**src/rtl/tank_unit.sv**
```systemverilog
// Per-player tank engine: one frame update moves the tank, steps every bullet
// against the shared tile map, then spawns a bullet on a fresh fire press.
module tank_unit #(
    parameter int         MAP_W     = 20,
    parameter int         MAP_H     = 15,
    parameter int         MAX_BUL   = 4,
    parameter int         START_X   = 1,
    parameter int         START_Y   = 13,
    parameter int         START_DIR = 0,
    parameter logic [7:0] KEY_UP    = 8'h1A,
    parameter logic [7:0] KEY_LEFT  = 8'h04,
    parameter logic [7:0] KEY_DOWN  = 8'h16,
    parameter logic [7:0] KEY_RIGHT = 8'h07,
    parameter logic [7:0] KEY_FIRE  = 8'h14,
    parameter int         XW        = $clog2(MAP_W),
    parameter int         YW        = $clog2(MAP_H),
    parameter int         AW        = $clog2(MAP_W * MAP_H)
) (
    input  logic                  Clk,
    input  logic                  Reset,
    input  logic                  frame_tick,
    input  logic [7:0]            keycode,
    input  logic [XW-1:0]         opp_x,
    input  logic [YW-1:0]         opp_y,
    output logic [AW-1:0]         map_rd_addr,
    input  logic [1:0]            map_rd_data,
    output logic                  map_wr_en,
    output logic [AW-1:0]         map_wr_addr,
    output logic [1:0]            map_wr_data,
    output logic [XW-1:0]         tank_x,
    output logic [YW-1:0]         tank_y,
    output logic [1:0]            tank_dir,
    output logic [MAX_BUL-1:0]    bul_valid,
    output logic [MAX_BUL*XW-1:0] bul_x,
    output logic [MAX_BUL*YW-1:0] bul_y,
    output logic                  hit_opp,
    output logic                  busy,
    output logic                  done,
    output logic                  overrun
);

    localparam int SW = (MAX_BUL > 1) ? $clog2(MAX_BUL) : 1;
    localparam logic [XW:0]   W_LIM = (XW + 1)'(MAP_W);
    localparam logic [YW:0]   H_LIM = (YW + 1)'(MAP_H);
    localparam logic [SW-1:0] LAST  = SW'(MAX_BUL - 1);

    typedef enum logic [3:0] {
        IDLE, T_RD, T_WAIT, T_CHK, B_RD, B_WAIT, B_CHK, FIRE, DONE
    } state_t;

    state_t        state;
    logic [7:0]    key_q;
    logic          move_req;
    logic          prev_fire;
    logic [XW:0]   tgt_x;
    logic [YW:0]   tgt_y;
    logic [SW-1:0] slot;
    logic [XW-1:0] b_x   [MAX_BUL];
    logic [YW-1:0] b_y   [MAX_BUL];
    logic [1:0]    b_dir [MAX_BUL];

    logic          key_is_dir;
    logic [1:0]    key_dir;
    logic [XW:0]   kx, bnx;
    logic [YW:0]   ky, bny;
    logic          t_in, t_opp, b_in, b_opp;
    logic          free_found;
    logic [SW-1:0] free_idx;
    logic          fire_edge;

    // Positions are widened by one bit so a step off either edge lands out of range.
    function automatic logic [XW:0] step_x(input logic [XW-1:0] x, input logic [1:0] d);
        logic [XW:0] xe;
        xe = {1'b0, x};
        case (d)
            2'd1:    return xe - {{XW{1'b0}}, 1'b1};
            2'd3:    return xe + {{XW{1'b0}}, 1'b1};
            default: return xe;
        endcase
    endfunction

    function automatic logic [YW:0] step_y(input logic [YW-1:0] y, input logic [1:0] d);
        logic [YW:0] ye;
        ye = {1'b0, y};
        case (d)
            2'd0:    return ye - {{YW{1'b0}}, 1'b1};
            2'd2:    return ye + {{YW{1'b0}}, 1'b1};
            default: return ye;
        endcase
    endfunction

    function automatic logic [AW-1:0] addr_of(input logic [XW:0] x, input logic [YW:0] y);
        int a;
        a = int'(y) * MAP_W + int'(x);
        return AW'(a);
    endfunction

    always_comb begin
        key_is_dir = 1'b1;
        key_dir    = 2'd0;
        case (keycode)
            KEY_UP:    key_dir = 2'd0;
            KEY_LEFT:  key_dir = 2'd1;
            KEY_DOWN:  key_dir = 2'd2;
            KEY_RIGHT: key_dir = 2'd3;
            default:   key_is_dir = 1'b0;
        endcase
    end

    assign kx    = step_x(tank_x, key_dir);
    assign ky    = step_y(tank_y, key_dir);
    assign t_in  = (tgt_x < W_LIM) && (tgt_y < H_LIM);
    assign t_opp = (tgt_x == {1'b0, opp_x}) && (tgt_y == {1'b0, opp_y});

    assign bnx   = step_x(b_x[slot], b_dir[slot]);
    assign bny   = step_y(b_y[slot], b_dir[slot]);
    assign b_in  = (bnx < W_LIM) && (bny < H_LIM);
    assign b_opp = (bnx == {1'b0, opp_x}) && (bny == {1'b0, opp_y});

    assign fire_edge   = (key_q == KEY_FIRE) && !prev_fire;
    assign map_wr_data = 2'd0;

    // Scanning downward leaves the lowest-index free slot selected.
    always_comb begin
        free_found = 1'b0;
        free_idx   = '0;
        for (int i = MAX_BUL - 1; i >= 0; i--) begin
            if (!bul_valid[i]) begin
                free_found = 1'b1;
                free_idx   = SW'(i);
            end
        end
    end

    always_comb begin
        bul_x = '0;
        bul_y = '0;
        for (int i = 0; i < MAX_BUL; i++) begin
            bul_x[i*XW +: XW] = b_x[i];
            bul_y[i*YW +: YW] = b_y[i];
        end
    end

    always_ff @(posedge Clk or negedge Reset) begin
        if (!Reset) begin
            state       <= IDLE;
            key_q       <= '0;
            move_req    <= 1'b0;
            prev_fire   <= 1'b0;
            tgt_x       <= '0;
            tgt_y       <= '0;
            slot        <= '0;
            tank_x      <= XW'(START_X);
            tank_y      <= YW'(START_Y);
            tank_dir    <= 2'(START_DIR);
            bul_valid   <= '0;
            map_rd_addr <= '0;
            map_wr_en   <= 1'b0;
            map_wr_addr <= '0;
            hit_opp     <= 1'b0;
            busy        <= 1'b0;
            done        <= 1'b0;
            overrun     <= 1'b0;
            for (int i = 0; i < MAX_BUL; i++) begin
                b_x[i]   <= '0;
                b_y[i]   <= '0;
                b_dir[i] <= '0;
            end
        end else begin
            map_wr_en <= 1'b0;
            hit_opp   <= 1'b0;
            done      <= 1'b0;
            if (frame_tick && busy)
                overrun <= 1'b1;
            case (state)
                IDLE: if (frame_tick) begin
                    key_q    <= keycode;
                    busy     <= 1'b1;
                    move_req <= key_is_dir;
                    if (key_is_dir)
                        tank_dir <= key_dir;
                    tgt_x    <= kx;
                    tgt_y    <= ky;
                    state    <= T_RD;
                end
                T_RD: begin
                    if (move_req && t_in)
                        map_rd_addr <= addr_of(tgt_x, tgt_y);
                    state <= T_WAIT;
                end
                T_WAIT: state <= T_CHK;
                T_CHK: begin
                    if (move_req && t_in && map_rd_data == 2'd0 && !t_opp) begin
                        tank_x <= tgt_x[XW-1:0];
                        tank_y <= tgt_y[YW-1:0];
                    end
                    slot  <= '0;
                    state <= B_RD;
                end
                B_RD: begin
                    if (bul_valid[slot] && b_in)
                        map_rd_addr <= addr_of(bnx, bny);
                    state <= B_WAIT;
                end
                B_WAIT: state <= B_CHK;
                // The opponent test comes before the tile value so a hit is never masked.
                B_CHK: begin
                    if (bul_valid[slot]) begin
                        if (!b_in) begin
                            bul_valid[slot] <= 1'b0;
                        end else if (b_opp) begin
                            bul_valid[slot] <= 1'b0;
                            hit_opp         <= 1'b1;
                        end else if (map_rd_data == 2'd0) begin
                            b_x[slot] <= bnx[XW-1:0];
                            b_y[slot] <= bny[YW-1:0];
                        end else if (map_rd_data == 2'd2) begin
                            bul_valid[slot] <= 1'b0;
                            map_wr_en       <= 1'b1;
                            map_wr_addr     <= addr_of(bnx, bny);
                        end else begin
                            bul_valid[slot] <= 1'b0;
                        end
                    end
                    if (slot == LAST) begin
                        state <= FIRE;
                    end else begin
                        slot  <= slot + 1'b1;
                        state <= B_RD;
                    end
                end
                FIRE: begin
                    if (fire_edge && free_found) begin
                        bul_valid[free_idx] <= 1'b1;
                        b_x[free_idx]       <= tank_x;
                        b_y[free_idx]       <= tank_y;
                        b_dir[free_idx]     <= tank_dir;
                    end
                    prev_fire <= (key_q == KEY_FIRE);
                    done      <= 1'b1;
                    busy      <= 1'b0;
                    state     <= DONE;
                end
                DONE:    state <= IDLE;
                default: state <= IDLE;
            endcase
        end
    end

endmodule

```
**config.mk**
```make
export PLATFORM = sky130hd
export DESIGN_NAME = tank_unit
export DESIGN_NICKNAME = d
export VERILOG_FILES = /design/src/rtl/tank_unit.sv
export SDC_FILE = /design/constraint.sdc
export NUM_CORES = 1
export LEC_CHECK = 0
export CAP_MARGIN = 5
export CORE_MARGIN = 5
export CORE_UTILIZATION = 30
export CTS_BUF_LIST = sky130_fd_sc_hd__clkbuf_16
export CTS_CLUSTER_SIZE = 10
export DETAILED_ROUTE_END_ITERATION = 12
export GPL_TIMING_DRIVEN = 0
export PLACE_DENSITY = 0.56
export SLEW_MARGIN = 20
export SYNTH_ARGS = -nofsm -noshare
export SYNTH_HDL_FRONTEND = slang
export SYNTH_SLANG_ARGS = --single-unit
```
**constraint.sdc**
```tcl
create_clock -name Clk -period 13.4 [get_ports Clk]
set_input_delay 3.35 -clock Clk [delete_from_list [all_inputs] [get_ports Clk]]
set_output_delay 3.35 -clock Clk [all_outputs]
set_load 0.02 [all_outputs]
```
==> results.sh, run 1 <==
export IMPL_ctsResizeCount=0
export IMPL_cp_required_ps=13670
export IMPL_powerDensity_mw_per_mm2=160.4
export IMPL_timing_slew_headroom_pct=31.27
export IMPL_synth_distinct_cells=75
export IMPL_r2r_cells=20
export IMPL_power_internal_mw=0.8175
export IMPL_antenna_found_initial=0
export IMPL_routed_wl_um=22370
export IMPL_worst_pin_slew_ps=1024
export IMPL_fin_skew_ps=11.16
export IMPL_r2r_start="slot[1]"
export IMPL_hpwl_um=16950
export IMPL_clockRootBuffer="clkbuf_16"
export IMPL_die_w_um=165.3
export IMPL_clkPwrFrac_pct=18.9
export IMPL_num_rows=56
export IMPL_die_y_um=165.3
export IMPL_setup_tns_ps=0
export IMPL_ctsHoldBuffers=0
export IMPL_share_comb_of_total_power_pct=51.0
export IMPL_fin_crit_sh_pct=45.42
export IMPL_dr_pass1_iters=5
export IMPL_cp_start_kind="input port"
export IMPL_htreeDepth=3
export IMPL_yosysSeqAreaShare_pct=37.77
export IMPL_grt_max_degree=61
export IMPL_drc_errors=0
export IMPL_synth_cells=680
export IMPL_drt_antenna_violating_nets=0
export IMPL_fmax_mhz=164.3
export IMPL_netlist_area_mm2=0.007234
export IMPL_track_usage_pct=16.40
export IMPL_initial_utilization_pct=30.64
export IMPL_rrSetupSlack_ps=7890
export IMPL_hold_viol_final=0
export IMPL_whs_path_depth=1
export IMPL_path_clk_slew_ps=80
export IMPL_place_area_mm2=0.008641
export IMPL_insertion_delay_ps=370
export IMPL_max_vdd_ir_drop_v=0.00007454
export IMPL_design_die_area_mm2=0.02732
export IMPL_final_common_cell="dfrtp_1"
export IMPL_min_period_ps=6087
export IMPL_p_seq_share_pct=30.1
export IMPL_power_mw=1.432
export IMPL_vias_per_cell=5.289
export IMPL_core_mm2=0.02361
export IMPL_r2r_end="map_rd_addr[8]"
export IMPL_setup_viol=0
export IMPL_outcome="finished, final reports clean"
export IMPL_numPortBuffers=95
export IMPL_synthArstFlopShare_pct=100.0
export IMPL_cts_sinks=109
export IMPL_io_pins=98
export IMPL_hp_start="overrun"
export IMPL_synth_ff_type="dfrtp_1"
export IMPL_avgSynthCellArea_um2=10.64
export IMPL_p_sw_mw=0.6149
export IMPL_grt_setup_unrepaired="no"
export IMPL_postCtsSetupBuffers=0
export IMPL_synth_edf_count=0
export IMPL_cts_buffers=9
export IMPL_gr_total_overflow=0
export IMPL_end_kind="flop"
export IMPL_hold_path_class="reg2reg"
export IMPL_synth_seq_cells=109
export IMPL_worstPathMaxFanout=10
export IMPL_grt_pass1_vias=5909
export IMPL_gp_congestion=0.8559
export IMPL_crit_arrival_ps=6360
export IMPL_mostFrequentLayoutCells="105 x dfrtp_1, 94 x clkdlybuf4s50_1, 68 x nand2_1, 38 x ha_1, 37 x o2bb2ai_1"
export IMPL_vias=5887
export IMPL_nets=856
export IMPL_max_cap_violations=0
export IMPL_p_leak_nw=3.682
export IMPL_drv_slew=0
export IMPL_design_area_mm2=0.008932
export IMPL_switching_share_pct=42.93
export IMPL_path_class="in2reg"
export IMPL_grt_first_pass_wirelength_um=34220
export IMPL_ys_warn_count=0
export IMPL_drive_gt1_share_pct=12.85
export IMPL_cts_tree="yes"
export IMPL_antenna_cells=0
export IMPL_wire_per_inst_um=20.10
export IMPL_min_to="overrun"
export IMPL_cts_buffer_depth=2
export IMPL_area_growth_pct=23.47
export IMPL_drtIter0Drc=456
## sequential cells by signal (all words and copies together), names as in the netlist, 2 cells and up
signal and cells:
tgt_x 6, tgt_y 5, map_wr_addr 9, tank_y 4, b_dir 8, slot 2, map_rd_addr 9, bul_y 16
tank_x 5, tank_dir 2, key_q 8, bul_valid 4, bul_x 20, state 4
## worst max-delay path, cell delays in order
cell	delay (ps)
clkdlybuf4s50_1	500
xor2_1	180
a211oi_1	240
nand4_1	130
o31a_1	140
a2111oi_2	360
o2111ai_2	380
buf_6	290
a21boi_2	570
o2bb2ai_1	210
## cells by family after synthesis
family / share of synthesized area (%)
buffers and inverters: 3.632
xor gates and xnor gates: 6.295
DFF: 37.77
and+or+nand+nor: 12.54
muxes: 11.16
other: 0.05184
adders and majority gates: 8.509
AOI/OAI and AO/OA: 20.05
## power by group through the flow
| stage | registers (mW) | clock network, mW | logic (mW) |
|---|---|---|---|
| after CTS | 0.431 | 0.278 | 0.737 |
| after detailed placement | 0.437 | 0 | 0.734 |
| after global routing | 0.439 | 0.289 | 0.808 |
| after global placement | 0.438 | 0 | 0.725 |
| final | 0.432 | 0.271 | 0.730 |
| after floorplan | 0.446 | 0 | 0.503 |
## stage by stage
step                std cells  util, %  hold slack [ps]  worst slack, ps
floorplan                 681        -            437.5             8107
global placement         1095    36.37            444.1             4462
detailed placement       1097    36.59            448.2             6946
CTS                      1113    37.83            471.2             7310
global route             1113    37.83            489.4             7206
finish                   1113    37.83            465.3             7313
## cell type report
class / instances / area, µm²
Multi-Input combinational cell: 515 / 4259
Buffer: 36 / 183.9
Sequential cell: 109 / 2733
Timing Repair Buffer: 97 / 987.2
Fill cell: 2363 / 14680
Clock inverter: 7 / 66.31
Clock buffer: 9 / 225.2
Inverter: 21 / 78.83
Tap cell: 319 / 399.1
## Yosys cell counts, drive strengths merged, types with 3 or more instances
cell	number	area share (%)
a2111oi	6	1.3
a211oi	3	0.38
a21o	15	1.6
a21oi	25	1.9
a22oi	36	3.7
a41oi	4	1.3
and2	8	0.73
and3	3	0.26
buf	14	1.4
clkbuf	22	1.1
dfrtp	105	36
dfstp	4	1.5
fa	7	1.9
ha	38	6.6
inv	21	1.1
mux2	37	5.8
mux2i	12	1.7
mux4	12	3.7
nand2	68	3.5
nand2b	6	0.62
nand3	12	1.0
nand3b	4	0.42
nand4	7	0.81
nor2	35	1.8
nor2b	7	0.61
nor3	12	0.83
nor3b	3	0.31
nor4	3	0.26
o21ai	27	2.0
o2bb2ai	37	4.5
o31ai	4	0.55
xnor2	33	4.0
xor2	19	2.3
## worst max-delay path by stage
stage / end / from / depth (start not counted) / slack [ps]
after global placement: b_dir[0] / Reset / 1 / 4460
after CTS: bul_x[1] / opp_y[1] / 10 / 7310
after detailed placement: bul_x[1] / opp_x[4] / 10 / 6950
after global routing: bul_x[1] / opp_y[1] / 10 / 7210
final: bul_x[1] / opp_y[1] / 10 / 7310
after floorplan: tgt_x[5] / keycode[5] / 11 / 8110
## per-layer routing
metal	global-route usage, %	vias to the layer above	wire, µm
met5	1.136	-	37
met4	5.699	2	597
met3	3.376	36	1409
met2	25.37	187	10170
met1	22.76	2942	10150
li1	-	2720	-
No activity file was read; power rests on OpenSTA's default activity.
==> run 2, diff against run 1 <==
Settings changed: PLACE_DENSITY 0.56 to 0.58.
Clock period 13.4 ns to 5.49 ns, I/O delays scaled along.
==> run 2 against run 1 <==
  * Clock skew decreased by 1.9 ps
  * Global-route usage increased by 0.053 points
  * Cell count grew 0.18%
  * Power rose by 150%
  * Hold slack improved by 9.2 ps
  * Sequential cell count unchanged
  * Core utilization up 0.17 points
==> results.sh, run 2 (synthesis results as in run 1) <==
export IMPL_outcome="finished, final reports clean"
export IMPL_core_mm2=0.02361
export IMPL_power_mw=3.563
export IMPL_max_cap_violations=0
export IMPL_r2r_start="slot[0]"
export IMPL_grt_setup_unrepaired="no"
export IMPL_path_class="reg2reg"
export IMPL_final_common_cell="dfrtp_1"
export IMPL_wl_met3_um=1582
export IMPL_setup_tns_ps=0
export IMPL_p_leak_nw=3.709
export IMPL_fmax_mhz=191.1
export IMPL_fin_skew_ps=9.227
export IMPL_hpwl_um=16890
export IMPL_gr_total_overflow=0
export IMPL_wire_per_inst_um=19.99
export IMPL_share_comb_of_total_power_pct=50.7
export IMPL_whs_path_depth=2
export IMPL_min_period_ps=5234
export IMPL_track_usage_pct=16.46
export IMPL_met2WireLength_um=10150
export IMPL_numPortBuffers=95
export IMPL_drtIter0Drc=458
export IMPL_worst_pin_slew_ps=1027
export IMPL_io_pins=98
export IMPL_dr_pass1_iters=5
export IMPL_nets=858
export IMPL_antenna_cells=0
export IMPL_dp_cells=1098
export IMPL_crit_arrival_ps=5480
export IMPL_hp_start="key_q[3]"
export IMPL_timing_slew_headroom_pct=30.77
export IMPL_r2r_end="map_rd_addr[7]"
export IMPL_p_seq_share_pct=29.6
export IMPL_place_area_mm2=0.008648
export IMPL_area_growth_pct=24.04
export IMPL_design_die_area_mm2=0.02732
export IMPL_die_w_um=165.3
export IMPL_die_y_um=165.3
export IMPL_path_clk_slew_ps=80
export IMPL_fin_crit_sh_pct=95.33
export IMPL_initial_utilization_pct=30.64
export IMPL_stdcell_count=1115
export IMPL_hold_path_class="reg2reg"
export IMPL_r2r_cells=19
export IMPL_antenna_found_initial=0
export IMPL_cp_start_kind="flop"
export IMPL_setup_viol=0
export IMPL_p_sw_mw=1.512
export IMPL_grt_pass1_vias=5756
export IMPL_vias=5864
export IMPL_largest_reg_flops=20
export IMPL_ctsHoldBuffers=0
export IMPL_end_kind="flop"
export IMPL_route_top_layer_used="met4"
export IMPL_cts_buffers=9
export IMPL_clockRootBuffer="clkbuf_16"
export IMPL_cts_sinks=109
export IMPL_min_to="key_q[3]"
export IMPL_rrSetupSlack_ps=260
export IMPL_grt_max_degree=61
export IMPL_wl_met1_um=10350
export IMPL_power_internal_mw=2.051
export IMPL_drt_antenna_violating_nets=0
export IMPL_switching_share_pct=42.44
export IMPL_design_area_mm2=0.008974
export IMPL_htreeDepth=3
export IMPL_mostFrequentLayoutCells="105 x dfrtp_1, 94 x clkdlybuf4s50_1, 68 x nand2_1, 38 x ha_1, 37 x o2bb2ai_1"
export IMPL_powerDensity_mw_per_mm2=397.0
export IMPL_vias_per_cell=5.259
export IMPL_cts_tree="yes"
export IMPL_hold_viol_final=0
export IMPL_drc_errors=0
export IMPL_cts_buffer_depth=2
export IMPL_cp_required_ps=5740
export IMPL_clkPwrFrac_pct=19.7
export IMPL_insertion_delay_ps=360
export IMPL_gp_congestion=0.8823
export IMPL_routed_wl_um=22290
export IMPL_grt_first_pass_wirelength_um=34340
export IMPL_worstPathMaxFanout=10
export IMPL_drv_slew=0
export IMPL_num_rows=56
export IMPL_max_vdd_ir_drop_v=0.0001782
export IMPL_drive_gt1_share_pct=13.32
run 2: cell types whose count changed in the layout (fill, tap and decap cells not counted), sizes merged:
cell	change
bufinv	+1
buf	+2
clkinvlp	-1
run 2: power groups by stage:
stage	clock network [mW]	logic [mW]	registers, mW
after floorplan	0	1.23	1.09
after detailed placement	0	1.81	1.07
after CTS	0.717	1.81	1.05
after global placement	0	1.77	1.07
final	0.703	1.81	1.05
after global routing	0.748	2.01	1.07
run 2: critical path, stage by stage (launching register included):
cell and delay, ps:
dfrtp_1 410, buf_6 200, mux4_2 560, buf_6 170
buf_2 180, nand2_1 220, ha_1 270, clkbuf_1 190
a21o_1 230, o2bb2ai_1 150, o41ai_2 930, ha_1 380
a21o_1 160, a21oi_1 210, nor2b_1 70, o21ai_0 190
xnor2_1 130, nand2_1 90, o21ai_0 80, mux2_1 290
run 2: what timing repair did:
item	in CTS	in global routing
buffers inserted	0	1
pin swaps	0	1
endpoints found under the setup margin	1	1
resized for setup	1	1
run 2: layout make-up:
cell class	count	area (µm²)
clock buffer	9	225.2
fill	2361	14640
timing repair buffer	99	1002
buffer	36	185.2
sequential	109	2733
tap	319	399.1
clock inverter	7	90.09
inverter	21	78.83
multi-input combinational	515	4260
run 2: metal layers:
| metal | GRT usage (%) | up-vias |
|---|---|---|
| li1 | - | 2734 |
| met1 | 23.61 | 2924 |
| met2 | 25.67 | 191 |
| met3 | 4.095 | 15 |
| met4 | 2.587 | 0 |
| met5 | 0 | - |
run 2: how the worst max path moves through the flow:
stage | to | startpoint | cells after the start | slack (ps)
floorplan | map_rd_addr[8] | slot[0] | 20 | 720
global placement | bul_valid[2] | Reset | 1 | -1370
detailed placement | map_rd_addr[8] | slot[1] | 20 | -60
CTS | map_rd_addr[8] | slot[0] | 20 | 30
global route | map_rd_addr[7] | slot[0] | 19 | 7
finish | map_rd_addr[7] | slot[0] | 19 | 260
run 2: through the flow:
stage	utilization (%)	hold slack, ps	worst slack (ps)
2_1_floorplan	-	437.5	722.7
3_3_place_gp	36.37	443.6	-1367
3_5_place_dp	36.63	457.8	-55.79
4_1_cts	37.97	477.1	31.17
5_1_grt	38.00	506.5	7.017
6_report	38.00	474.5	256.3
